--- src/rtl/stream_mux_arb.sv ---
// Merges NUM_CH valid/ready streams onto one registered output stream.
// Channel choice is explicit via sel_i (MODE=0) or round-robin (MODE=1).
module stream_mux_arb #(
    parameter int DATA_W = 32,
    parameter int NUM_CH = 4,
    parameter int SEL_W  = 2,
    parameter int MODE   = 0
) (
    input  logic                     clk_i,
    input  logic                     rst_i,
    input  logic [NUM_CH*DATA_W-1:0] data_i,
    input  logic [NUM_CH-1:0]        valid_i,
    output logic [NUM_CH-1:0]        ready_o,
    input  logic [SEL_W-1:0]         sel_i,
    output logic [DATA_W-1:0]        data_o,
    output logic                     valid_o,
    input  logic                     ready_i,
    output logic [SEL_W-1:0]         grant_o
);

    logic [DATA_W-1:0] data_q;
    logic              valid_q;
    logic [SEL_W-1:0]  grant_q;
    logic [SEL_W-1:0]  last_q;

    logic              out_free;
    logic              sel_valid;
    logic [SEL_W-1:0]  rr_hi_win;
    logic [SEL_W-1:0]  rr_lo_win;
    logic              rr_hi_ok;
    logic              rr_lo_ok;
    logic [SEL_W-1:0]  win;
    logic              win_ok;
    logic [DATA_W-1:0] win_data;
    logic              acc;

    assign out_free = !valid_q || ready_i;

    // An out-of-range sel_i matches no channel, so it can never be accepted.
    always_comb begin
        // NOTE: every always_comb output gets a default first so no path leaves it unassigned (no latch).
        sel_valid = 1'b0;
        for (int k = 0; k < NUM_CH; k++) begin
            if (sel_i == SEL_W'(k)) begin
                sel_valid = valid_i[k];
            end
        end
    end

    // Rotating priority: the lowest valid channel above last_q wins; otherwise
    // wrap around to the lowest valid channel at or below last_q.
    always_comb begin
        rr_hi_win = '0;
        rr_lo_win = '0;
        rr_hi_ok  = 1'b0;
        rr_lo_ok  = 1'b0;
        for (int j = NUM_CH - 1; j >= 0; j--) begin
            if (valid_i[j]) begin
                if (SEL_W'(j) > last_q) begin
                    rr_hi_win = SEL_W'(j);
                    rr_hi_ok  = 1'b1;
                end else begin
                    rr_lo_win = SEL_W'(j);
                    rr_lo_ok  = 1'b1;
                end
            end
        end
    end

    always_comb begin
        if (MODE == 0) begin
            win    = sel_i;
            win_ok = sel_valid;
        end else begin
            win    = rr_hi_ok ? rr_hi_win : rr_lo_win;
            win_ok = rr_hi_ok || rr_lo_ok;
        end
    end

    // In explicit mode the selected channel sees ready even when it is idle;
    // the arbiter offers ready only to a channel it actually picked.
    always_comb begin
        ready_o  = '0;
        win_data = '0;
        for (int k = 0; k < NUM_CH; k++) begin
            if (win == SEL_W'(k)) begin
                ready_o[k] = out_free && ((MODE == 0) || win_ok);
                win_data   = data_i[k*DATA_W +: DATA_W];
            end
        end
    end

    assign acc = out_free && win_ok;

    always_ff @(posedge clk_i) begin
        // NOTE: state registers use non-blocking assignments so every flop samples pre-edge values.
        if (rst_i) begin
            valid_q <= 1'b0;
            // NOTE: data_q is reset only because data_o must read 0 after reset; wide datapath flops normally skip reset.
            data_q  <= '0;
            grant_q <= '0;
            last_q  <= SEL_W'(NUM_CH - 1);
        end else if (acc) begin
            data_q  <= win_data;
            grant_q <= win;
            valid_q <= 1'b1;
            last_q  <= win;
        end else if (valid_q && ready_i) begin
            valid_q <= 1'b0;
        end
    end

    assign data_o  = data_q;
    assign valid_o = valid_q;
    assign grant_o = grant_q;

endmodule

--- config.mk ---
export PLATFORM = sky130hd
export DESIGN_NAME = stream_mux_arb
export DESIGN_NICKNAME = d
export VERILOG_FILES = /design/src/rtl/stream_mux_arb.sv
export SDC_FILE = /design/constraint.sdc
export NUM_CORES = 1
export LEC_CHECK = 0
export ABC_AREA = 1
export BUFFER_PORTS_ARGS = -buffer_cell sky130_fd_sc_hd__buf_2
export CORE_MARGIN = 2
export CORE_UTILIZATION = 44
export CTS_BUF_LIST = sky130_fd_sc_hd__clkbuf_4 sky130_fd_sc_hd__clkbuf_8 sky130_fd_sc_hd__clkbuf_16
export CTS_CLUSTER_DIAMETER = 120
export DETAILED_ROUTE_END_ITERATION = 10
export GPL_TIMING_DRIVEN = 0
export PLACE_DENSITY = 0.86
export SYNTH_ARGS = -nofsm -noshare
export SYNTH_HDL_FRONTEND = slang
export SYNTH_SLANG_ARGS = --single-unit
--- constraint.sdc ---
create_clock -name clk_i -period 3.1 [get_ports clk_i]
set_input_delay 0.31 -clock clk_i [delete_from_list [all_inputs] [get_ports clk_i]]
set_output_delay 0.31 -clock clk_i [all_outputs]
set_load 0.02 [all_outputs]
# Word level (Yosys, flattened, before mapping)
# Cells that the tools add are included.
# totals
regBits	35
latch_bits	0
mem_bits_rw	0
mem_bits_ro	0
inputBits	137
out_inout_bits	39
word_cells	26
memories	0
# classes
add_sub_neg	0
mul	0
div_mod_pow	0
magnitude_cmp	0
n_eq_ne	3
n_shift	0
muxes	14
bitwise	0
reduce_logical	6
# op_table
op	count
2-to-1 mux 32 bit	4
2-to-1 mux 1 bit	10
== test 2 bit (second input constant)	2
== test 2 x 1 -> 1 bit (second input constant)	1
logical AND 1 bit	2
logical NOT 2 bit	1
nonzero test 2 bit	1
logical NOT 1 bit	1
logical OR 1 bit	1

# Longest topological paths before layout
# logic_depth
word_depth	7
depth_mapped	9
mapped_depth_nobuf	7

# Worst setup path after synthesis
# No wires, ideal clock.
# synth_timing
path_type	register to output
start	register valid_q, in the netlist valid_o
end	output ready_o[0]
t_arrival_ns	1.400
required_time_ns	2.790
setup_slack_ns	1.390
stages_incl_launch_ff	6
path_buffers	1
cell_sequence	dfxtp_1 > inv_1 > or2_2 > clkbuf_1 > inv_1 > nor3_1
# synth_via
elab_chain_cells	3
# synth_rtl
element	line	source
from (decl)	22	logic valid_q;
from (signal assigned)	98	valid_q <= 1'b0;
from (signal assigned)	106	valid_q <= 1'b1;
from (signal assigned)	109	valid_q <= 1'b0;
logical NOT 1 bit	37	assign out_free = !valid_q || ready_i;
logical OR 1 bit	37	
2-to-1 mux 1 bit	86	if (win == SEL_W'(k)) begin
to (decl)	13	output logic [NUM_CH-1:0] ready_o,
# No other way between the ends.

# Worst setup path after layout
# layout_timing
start	register valid_q, in the netlist valid_o
end	output ready_o[2]
# The elaborated chain is that of the path after synthesis.

==> impl_metrics.env <==
export IMPL_status="finished, final reports clean"
export IMPL_hold_class="in2reg"
export IMPL_worstHoldStart="rst_i"
export IMPL_wirelength_um=8504
export IMPL_grt_max_degree=13
export IMPL_drt_first_pass_iters=5
export IMPL_cts_tree="built"
export IMPL_cp_top_family="buffers and inverters"
export IMPL_fin_hold_ws_ns=0.2040
export IMPL_syn_area_um2=2380
export IMPL_most_common_layout_cells="buf_2 (184), nand2_1 (177), nor2_1 (60)"
export IMPL_p_leak_nw=1.991
export IMPL_fp_dieArea_um2=6013
export IMPL_slowest_delay_ns=0.35
export IMPL_cts_buffers=5
export IMPL_core_area_um2=5172
export IMPL_fin_cells=678
export IMPL_drc=0
export IMPL_r2r_start="valid_o"
export IMPL_rsz0062_at_grt="no"
export IMPL_drive_gt1_frac=0.3487
export IMPL_netlist_instances=426
export IMPL_die_h_um=77.55
export IMPL_slew_violations=0
export IMPL_fin_worst_skew_ns=0.007586
export IMPL_crit_type="reg2out"
export IMPL_viasPerCell=4.777
export IMPL_synthAdderAreaFrac=0
export IMPL_hold_end="valid_o"
export IMPL_ios=176
export IMPL_root_buffer="clkbuf_8"
export IMPL_fin_nets=744
export IMPL_core_rowCount=26
export IMPL_portBuffers=174
export IMPL_fillers=501
export IMPL_diodes=0
export IMPL_ys_seq_elements=35
export IMPL_post_drt_wl_per_cell_um=12.54
export IMPL_synth_area_leader_cell="dfxtp_1"
export IMPL_cts_resized=0
export IMPL_cp_end_kind="output port"
export IMPL_cp_max_fo=10
export IMPL_synth_top_cell_area_share=0.2944
export IMPL_synth_xor_area_frac=0
export IMPL_grt_overflow=0
export IMPL_p_total_w=0.001437
export IMPL_drv_cap=0
export IMPL_cp_cell_sequence="inv_1, or2_2, clkbuf_1, inv_1, nor3_1, buf_2"
export IMPL_holdPathStages=2
export IMPL_setup_viol=0
export IMPL_dp_hpwl_um=6781
export IMPL_clockBufferDepth=2
export IMPL_gp_congestion=0.9692
export IMPL_holdBufCountCts=0
export IMPL_fin_setup_tns_ns=0
export IMPL_arrival_ns=1.67
export IMPL_mostFrequentLayoutCell="buf_2"
export IMPL_clk_pin_slew_ns=0.07
export IMPL_worst_slew_pin_slew_ns=0.5562
export IMPL_slew_headroom=0.6292
export IMPL_synth_compound_area_frac=0.02524
export IMPL_clock_latency_ns=0.29
export IMPL_synth_mux_area_frac=0
export IMPL_initial_core_util=0.4601
export IMPL_grt_pass1_wl_um=13570
export IMPL_ant_nets=0
export IMPL_clock_sinks=35
export IMPL_fin_crit_ns=1.985
export IMPL_antenna_found_initial=0
export IMPL_area_growth_pct=45.01
export IMPL_crit_buf_inv=4
export IMPL_max_freq_ghz=0.5038
export IMPL_p_per_area_nw_per_um2=416.5
export IMPL_seq_area_frac_synth=0.2944
export IMPL_r2r_end="data_o[8]"
export IMPL_cp_start_kind="register"
export IMPL_synth_top_family_by_area="simple AND/OR/NAND/NOR gates"
export IMPL_regToRegSetupSlack_ns=1.74
export IMPL_num_vias=3239
export IMPL_yosysWarnings=0
export IMPL_slowest_stage="clkbuf_1"
export IMPL_cpMostUsedCell="inv_1"
export IMPL_ir_worst_vdd_mv=0.4475
export IMPL_grt_pass1_vias=2947
export IMPL_place_inst=670
export IMPL_drt_iter0_drc=215
export IMPL_hold_viol=0
export IMPL_synthTopCellsByArea="dfxtp_1 (29%), nand2_1 (28%), nor2_1 (9.5%), nand3_1 (7.2%), inv_1 (6.3%)"
export IMPL_cp_required_ns=2.79
export IMPL_worst_r2r_path_depth=7
export IMPL_syn_mean_instance_area_um2=5.586
export IMPL_post_cts_setup_buffer_count=0
export IMPL_h_tree_depth=2
export IMPL_grt_use_total=0.2781
export IMPL_synth_nets=563
export IMPL_die_w_um=77.55
export IMPL_synth_simple_area_share=0.5599
export IMPL_fin_crit_sh=0.6403
export IMPL_synth_cell_types=19
==> how the worst max path moves through the flow <==
stage	start	endpoint	slack, ns	cells past startpoint
global route	valid_o	ready_o[2]	0.98	6
finish	valid_o	ready_o[2]	1.12	6
CTS	valid_o	ready_o[2]	1.13	6
global placement	ready_i	ready_o[1]	1.42	6
floorplan	valid_o	ready_o[0]	1.39	5
detailed placement	ready_i	ready_o[1]	1.41	6
==> kinds of logic (layout without fill, tap and decap cells) <==
group,after synthesis,count (layout)
AND/OR/NAND/NOR,313,313
AO/OA/AOI/OAI,12,12
flip-flops,35,35
buffers and inverters,66,248
==> synth_stat cells, drive strengths merged <==
master	count
nand2	178
nor2	62
inv	40
dfxtp	35
nand3	35
nand4	23
buf	15
or2	12
clkbuf	11
o21ai	11
nor3	3
a21oi	1
==> per-layer routing <==
metal / part of all wire / vias to the layer above / GRT usage
li1: - / 1674 / -
met1: 0.44 / 1428 / 0.3620
met2: 0.49 / 131 / 0.4870
met3: 0.062 / 6 / 0.04535
met4: 0.0089 / 0 / 0.05357
met5: 0 / - / 0
==> worst register-to-register path, stage by stage, from the launching register on <==
cell and delay, ns:
dfxtp_1 0.35, inv_1 0.04, or2_2 0.31, nand3_2 0.13, buf_2 0.24, nand2_1 0.08, nand2_1 0.07, nor2_1 0.04
==> final cells by class <==
type / instances / area [um2] / area share
Multi-Input combinational cell: 325 / 1393 / 0.4036
Timing Repair Buffer: 174 / 870.8 / 0.2524
Sequential cell: 35 / 700.7 / 0.2030
Inverter: 40 / 150.1 / 0.04351
Buffer: 26 / 136.4 / 0.03952
Tap cell: 70 / 87.58 / 0.02538
Clock buffer: 5 / 68.82 / 0.01994
Clock inverter: 3 / 43.79 / 0.01269
==> registers in the layout, summed over array words and instances (netlist names) <==
signal,cells
grant_o,2
valid_o,1
data_o,32
==> report_power, final <==
part	switching [W]	total, W	leakage [nW]	internal [W]
combinational	0.000303	0.000501	1.64	0.000198
sequential	0.0000239	0.000525	0.290	0.000501
clock	0.000172	0.000411	0.0581	0.000239
==> metrics by stage <==
stage | setup slack [ns] | instance area (um2) | utilization
2_1_floorplan | 1.391 | 2380 | -
4_1_cts | 1.134 | 3451 | 0.6672
3_3_place_gp | 1.415 | 3338 | 0.6454
5_1_grt | 0.9813 | 3451 | 0.6672
6_report | 1.115 | 3451 | 0.6672
3_5_place_dp | 1.405 | 3338 | 0.6454
(Power assumes the default switching activity.)
